--- src/rtl/i281_multicycle_ctrl.sv ---
// Multicycle FETCH/DECODE/EXEC/MEM/WB sequencer for the i281 datapath.
// Optional single-step start when I281_STEP_EN is defined.
module i281_multicycle_ctrl #(
   parameter int CNT_W = 16
) (
   input  logic             clock,
   input  logic             reset,
   input  logic             run,
   input  logic             step,
   input  logic [3:0]       opcode,
   input  logic             br_taken,
   output logic             ir_we,
   output logic             pc_we,
   output logic             pc_sel,
   output logic             rf_we,
   output logic             flag_we,
   output logic             dmem_we,
   output logic             dmem_src,
   output logic [2:0]       state,
   output logic             busy,
   output logic [CNT_W-1:0] retired
);

   typedef enum logic [2:0] {
      S_IDLE   = 3'd0,
      S_FETCH  = 3'd1,
      S_DECODE = 3'd2,
      S_EXEC   = 3'd3,
      S_MEM    = 3'd4,
      S_WB     = 3'd5
   } state_t;

   localparam logic [3:0] OP_NOOP   = 4'b0000;
   localparam logic [3:0] OP_INPUT  = 4'b0001;
   localparam logic [3:0] OP_MOVE   = 4'b0010;
   localparam logic [3:0] OP_LOADI  = 4'b0011;
   localparam logic [3:0] OP_ADD    = 4'b0100;
   localparam logic [3:0] OP_ADDI   = 4'b0101;
   localparam logic [3:0] OP_SUB    = 4'b0110;
   localparam logic [3:0] OP_SUBI   = 4'b0111;
   localparam logic [3:0] OP_LOAD   = 4'b1000;
   localparam logic [3:0] OP_LOADF  = 4'b1001;
   localparam logic [3:0] OP_STORE  = 4'b1010;
   localparam logic [3:0] OP_STOREF = 4'b1011;
   localparam logic [3:0] OP_SHIFT  = 4'b1100;
   localparam logic [3:0] OP_CMP    = 4'b1101;
   localparam logic [3:0] OP_JUMP   = 4'b1110;
   localparam logic [3:0] OP_BRANCH = 4'b1111;

   state_t           state_reg;
   state_t           state_next;
   logic             busy_reg;
   logic [CNT_W-1:0] retired_reg;
   logic             instr_end;
   logic             start;

   logic is_flag;
   logic is_wb;
   logic is_load;
   logic is_store;
   logic is_input;
   logic is_jump;
   logic is_branch;

   // Any opcode not listed (including X in simulation) falls to default and behaves as NOOP.
   always_comb begin
      is_flag   = 1'b0;
      is_wb     = 1'b0;
      is_load   = 1'b0;
      is_store  = 1'b0;
      is_input  = 1'b0;
      is_jump   = 1'b0;
      is_branch = 1'b0;
      case (opcode)
         OP_INPUT:                       is_input  = 1'b1;
         OP_MOVE, OP_LOADI:              is_wb     = 1'b1;
         OP_ADD, OP_ADDI, OP_SUB, OP_SUBI,
         OP_SHIFT: begin
            is_wb   = 1'b1;
            is_flag = 1'b1;
         end
         OP_CMP:                         is_flag   = 1'b1;
         OP_LOAD, OP_LOADF:              is_load   = 1'b1;
         OP_STORE, OP_STOREF:            is_store  = 1'b1;
         OP_JUMP:                        is_jump   = 1'b1;
         OP_BRANCH:                      is_branch = 1'b1;
         OP_NOOP:                        is_wb     = 1'b0;
         default:                        is_wb     = 1'b0;
      endcase
   end

`ifdef I281_STEP_EN
   logic step_prev;

   always_ff @(posedge clock or negedge reset) begin
      if (!reset) step_prev <= 1'b0;
      else        step_prev <= step;
   end

   // Only consulted in IDLE, so rising edges seen while busy are dropped.
   assign start = run | (step & ~step_prev);
`else
   logic unused_step;
   assign unused_step = step;
   assign start       = run;
`endif

   always_comb begin
      state_next = state_reg;
      instr_end  = 1'b0;
      case (state_reg)
         S_IDLE:   if (start) state_next = S_FETCH;
         S_FETCH:  state_next = S_DECODE;
         S_DECODE: state_next = S_EXEC;
         S_EXEC: begin
            if (is_load || is_store || is_input) state_next = S_MEM;
            else if (is_wb)                      state_next = S_WB;
            else                                 instr_end  = 1'b1;
         end
         S_MEM: begin
            if (is_load) state_next = S_WB;
            else         instr_end  = 1'b1;
         end
         S_WB:     instr_end  = 1'b1;
         default:  state_next = S_IDLE;
      endcase
      // run is sampled only at instruction boundaries, never mid-instruction.
      if (instr_end) state_next = run ? S_FETCH : S_IDLE;
   end

   always_ff @(posedge clock or negedge reset) begin
      if (!reset) begin
         state_reg   <= S_IDLE;
         busy_reg    <= 1'b0;
         retired_reg <= '0;
      end else begin
         state_reg <= state_next;
         busy_reg  <= (state_next != S_IDLE);
         if (instr_end) retired_reg <= retired_reg + CNT_W'(1);
      end
   end

   // Strobes decode from the registered state so an async reset clears them at once.
   always_comb begin
      ir_we    = (state_reg == S_FETCH);
      pc_sel   = (state_reg == S_EXEC) && (is_jump || (is_branch && br_taken));
      pc_we    = (state_reg == S_FETCH) || pc_sel;
      rf_we    = (state_reg == S_WB);
      flag_we  = (state_reg == S_EXEC) && is_flag;
      dmem_we  = (state_reg == S_MEM) && (is_store || is_input);
      dmem_src = (state_reg == S_MEM) && is_input;
   end

   assign state   = state_reg;
   assign busy    = busy_reg;
   assign retired = retired_reg;

endmodule
--- config.mk ---
export PLATFORM = sky130hd
export DESIGN_NAME = i281_multicycle_ctrl
export DESIGN_NICKNAME = d
export VERILOG_FILES = /design/src/rtl/i281_multicycle_ctrl.sv
export SDC_FILE = /design/constraint.sdc
export NUM_CORES = 1
export LEC_CHECK = 0
export BUFFER_PORTS_ARGS = -buffer_cell sky130_fd_sc_hd__buf_4
export CAP_MARGIN = 10
export CORE_MARGIN = 3
export CORE_UTILIZATION = 45
export DETAILED_ROUTE_END_ITERATION = 16
export PLACE_DENSITY = 0.69
export SETUP_SLACK_MARGIN = 0.1
export SYNTH_ARGS = -nofsm -noshare
export SYNTH_HDL_FRONTEND = slang
export SYNTH_SLANG_ARGS = --single-unit
export TNS_END_PERCENT = 5
--- constraint.sdc ---
create_clock -name clock -period 2.6 [get_ports clock]
set_clock_uncertainty 0.1 [all_clocks]
set_input_delay 0.13 -clock clock [delete_from_list [all_inputs] [get_ports clock]]
set_output_delay 0.13 -clock clock [all_outputs]
set_load 0.01 [all_outputs]
; ---- Word level (Yosys, flattened, before mapping)
; Cells that the tools add are included.
[word_totals]
ff_bits = 20
latch_bits = 0
mem_bits_rw = 0
mem_bits_ro = 0
output_inout_bits = 27
wordCells = 58
mem_count = 0
[op_classes]
add_sub_neg = 1
n_mul = 0
div = 0
n_lt_le_gt_ge = 0
n_eq_ne = 20
n_shift = 0
mux = 18
n_bitwise = 0
reduce_logical = 16
[op_table]
columns = operator, n
row1 = $eq 4x4->1 const B, 8
row2 = $pmux 3 s6, 1
row3 = $add 16x1->16 const B, 1
row4 = $eq 4x3->1 const B, 4
row5 = $mux 3, 5
row6 = $mux 1, 11
row7 = $eq 4x2->1 const B, 2
row8 = $reduce_or 7->1, 1
row9 = $eq 3x2->1 const B, 2
row10 = $eq 3x3->1 const B, 2
row11 = $reduce_or 6->1, 1
row12 = $logic_and 1x1->1, 5
row13 = $logic_or 1x1->1, 5
row14 = $eq 4x1->1 const B, 1
row15 = $reduce_or 2->1, 2
row16 = $eq 3x1->1 const B, 1
row17 = $logic_not 3->1, 1
row18 = $pmux 1 s3, 1
row19 = $reduce_bool 3->1, 1

; ---- Depth between registers and ports, before layout
[depth]
ltp_word = 9
mapped_depth = 5

; ---- Least setup slack after synthesis
; No wires, ideal clock.
[synth_timing]
kind = reg-to-reg
from = register state_reg[0] (netlist: state[0])
to = register retired_reg[1] (netlist: retired[1])
setup_time_ns = 0.128
arrival_time_ns = 1.672
required_ns = 2.372
setup_slack_ns = 0.700
stages_incl_launch_ff = 6
period_less_slack_ns = 1.900
path_cell_list = dfrtp_1 -> clkbuf_1 -> nor4b_2 -> nor2_1 -> nor2_1 -> mux2_1
[synth_via]
elab_chain_cells = 2
[synth_rtl]
columns = item, line_no
row1 = start: declaration, 50  ; state_t state_reg;
row2 = start signal: assignment, 137  ; state_reg <= state_next;
row3 = $eq 3x3->1 / $eq 3x2->1 (equally long branches), 111  ; case (state_reg)
row4 = $pmux 1 s3 (*), 111
row5 = end signal: assignment, 139  ; if (instr_end) retired_reg <= retired_reg + CNT_W'(1);
row6 = end: declaration, 53  ; logic [CNT_W-1:0] retired_reg;
; Mark *: on every way between the ends. The rest lies on a longest branch, timed or not.
; A chain may end at the register's enable or synchronous reset.

; ---- Worst setup path after layout
; Ends and elaborated chain as after synthesis.

==> impl_metrics.toml <==
[sta]
holdWs_ps = 100
fin_setup_tns_ps = 0
maxSlewHeadroom = 0.688
worst_slew_pin_slew_ps = 467
final_hold_viol_count = 0
min_period_ps = 2020
drv_slew = 0
rsz0062_at_grt = "no"
max_freq_ghz = 0.495
min_period_over_period = 0.777
setup_viol = 0

[yosys]
synthCells = 109
syn_area_sq_um = 1110
ys_top_cells_by_area = "dfrtp_1 45%, xnor2_1 13%, o211ai_1 4.0%"
synth_top_area_cell = "dfrtp_1"
synth_seq_cells = 20
yosysWarnings = 0
synth_seq_area_share = 0.450
syn-num-nets = 119
synth_top_area_share = 0.450
synth.distinct_cells = 36
syn_area_per_cell_sq_um = 10.2

[global_routing]
overflow = 0
antenna_found_initial = 0
grt_max_degree = 21
grt_pass1_vias = 1037
grt_pass1_wl_microns = 4460
grt_util_all_layers = 0.176

[route]
routed_wl_microns = 2540
drc_errors = 0
drt_iter0_drc = 7
via_count = 967
wl_per_cell_microns = 14.5
drt-vias-per-instance = 5.53
ant_nets = 0
dr.pass1.iters = 4

[placement]
portBuffers = 34
dpl.hpwl_microns = 1940
place_congestion = 0.758

[cells_and_area]
antenna_cells = 0
layout.nets = 158
largest_register_ffs = 16
drive_above_1_share = 0.327
final_cell_mix = "36 x buf_4, 20 x dfrtp_1, 16 x xnor2_1, 9 x nor2_1"
final-seq-area_sq_um = 500
multi_input_area_sq_um = 593
mostFrequentLayoutCell = "buf_4"
fillCellCount = 197
area_growth_syn_to_layout_pct = 30.6

[setup_path]
arrival_ps = 2110
cp-end-kind = "register"
crit_type = "register to register"
start_kind = "register"
cp_max_fo = 10
cp.required_ps = 2690

[clock_network]
clock_sinks = 20
ctsLongestPathBuffers = 2
h-tree-depth = 1
cts_tree = "done"
root_buffer = "clkbuf_4"
cts_buffers = 3
clkSlewWorstSetupHoldPaths_ps = 110
postCtsSetupBuffers = 0
insertion_delay_ps = 290

[floorplanning]
core.rowCount = 17
fp.dieW_microns = 55.7
chipHeight_microns = 55.7
initial_core_util = 0.489
dieArea_sq_um = 3100
core_area_sq_um = 2280
io_pins = 36

[power_and_ir_drop]
internal_power_mw = 0.720
p_comb_frac = 0.413
switchingPower_mw = 0.452
power.leakage_nw = 0.617
p_sw_frac = 0.386
pwr-share-clk = 0.153
ir_worst_vdd_v = 0.000453
p_per_area_nw_per_um2 = 807
seqPwrFrac = 0.434

[flow_run]
maxCapViolCount = 0

[status]
outcome = "completed"

[hold_path]
hold_path.class = "input pin to register"
==> Yosys cell counts <==
library cell  instances
nor4b_2               1
or4_4                 1
nand4_1               3
dfrtp_1              20
o21bai_1              1
a2bb2oi_1             1
a21oi_2               1
inv_1                 2
nor4b_1               1
nor2_1                9
o211ai_1              6
nor2b_1               1
and4_1                1
nand3_1               1
a21o_1                1
or2_2                 1
mux2_1                1
ha_1                  1
clkbuf_1              3
nand2_1               5
nand2b_1              2
a21oi_1               3
and3_1                2
o21ai_0               4
a31o_2                1
a211oi_4              1
a211oi_2              1
nor3_1                6
o21ba_2               1
o21ai_1               4
xnor2_1              16
nand3b_1              1
o2111ai_1             3
a311o_1               1
nor4_1                1
a211oi_1              1
==> per-layer routing <==
layer,vias up,part of all wire,track usage
li1,480,-,-
met4,0,0.0079,0.0660
met2,28,0.51,0.316
met3,2,0.043,0.0325
met1,457,0.43,0.206
met5,-,0,0
==> cell families after synthesis <==
family                   count (synthesis)  share of synthesized area
flip-flops                              20                      0.450
multiplexers                             1                     0.0101
buffers and inverters                    5                     0.0169
AND/OR/NAND/NOR                         36                      0.181
adder cells (fa/ha/maj)                  1                     0.0112
AO/OA/AOI/OAI                           30                      0.205
XOR/XNOR                                16                      0.126
==> worst max-delay path: stages (launching register included) <==
cell	delay (ps)
dfrtp_1	520
nor4b_2	530
nor2_1	210
nor2_1	220
mux2_1	340
==> power by group through the flow <==
stage	Combinational, mW	Sequential (mW)	Clock, mW
final	0.484	0.508	0.179
after global routing	0.530	0.525	0.200
after CTS	0.493	0.505	0.185
after detailed placement	0.490	0.512	0
after global placement	0.474	0.506	0
after floorplan	0.294	0.483	0
==> layout make-up <==
cell class / instances / area share
Tap cell: 28 / 0.0241
Sequential cell: 20 / 0.345
Timing Repair Buffer: 37 / 0.193
Clock buffer: 4 / 0.0250
Inverter: 2 / 0.00517
Multi-Input combinational cell: 84 / 0.408
==> through the flow <==
step           area (sq um)  power (mW)   util  instances  worst slack [ps]
2_1_floorplan          1110       0.778      -        109               700
3_3_place_gp           1410       0.979  0.618        170               618
3_5_place_dp           1410        1.00  0.618        170               579
4_1_cts                1450        1.18  0.638        175               565
5_1_grt                1450        1.26  0.638        175               364
6_report               1450        1.17  0.638        175               580
==> final timing paths <==
| path | from | to | slack, ps | cells past startpoint |
|---|---|---|---|---|
| min reg2reg | retired[15] | retired[15] | 380 | 1 |
| min | run | state[0] | 100 | 3 |
| max reg2reg | state[0] | retired[1] | 580 | 4 |
| max in group asynchronous | reset | retired[0] | 2050 | 2 |
| min in group asynchronous | reset | retired[6] | 140 | 2 |
| max | state[0] | retired[1] | 580 | 4 |
==> timing repair <==
| item | 4_1_cts | 5_1_grt |
|---|---|---|
| endpoints found under the hold margin | 20 | 0 |
| gates resized for setup | 0 | 0 |
| hold buffers | 1 | 0 |
(Power assumes the default switching activity.)
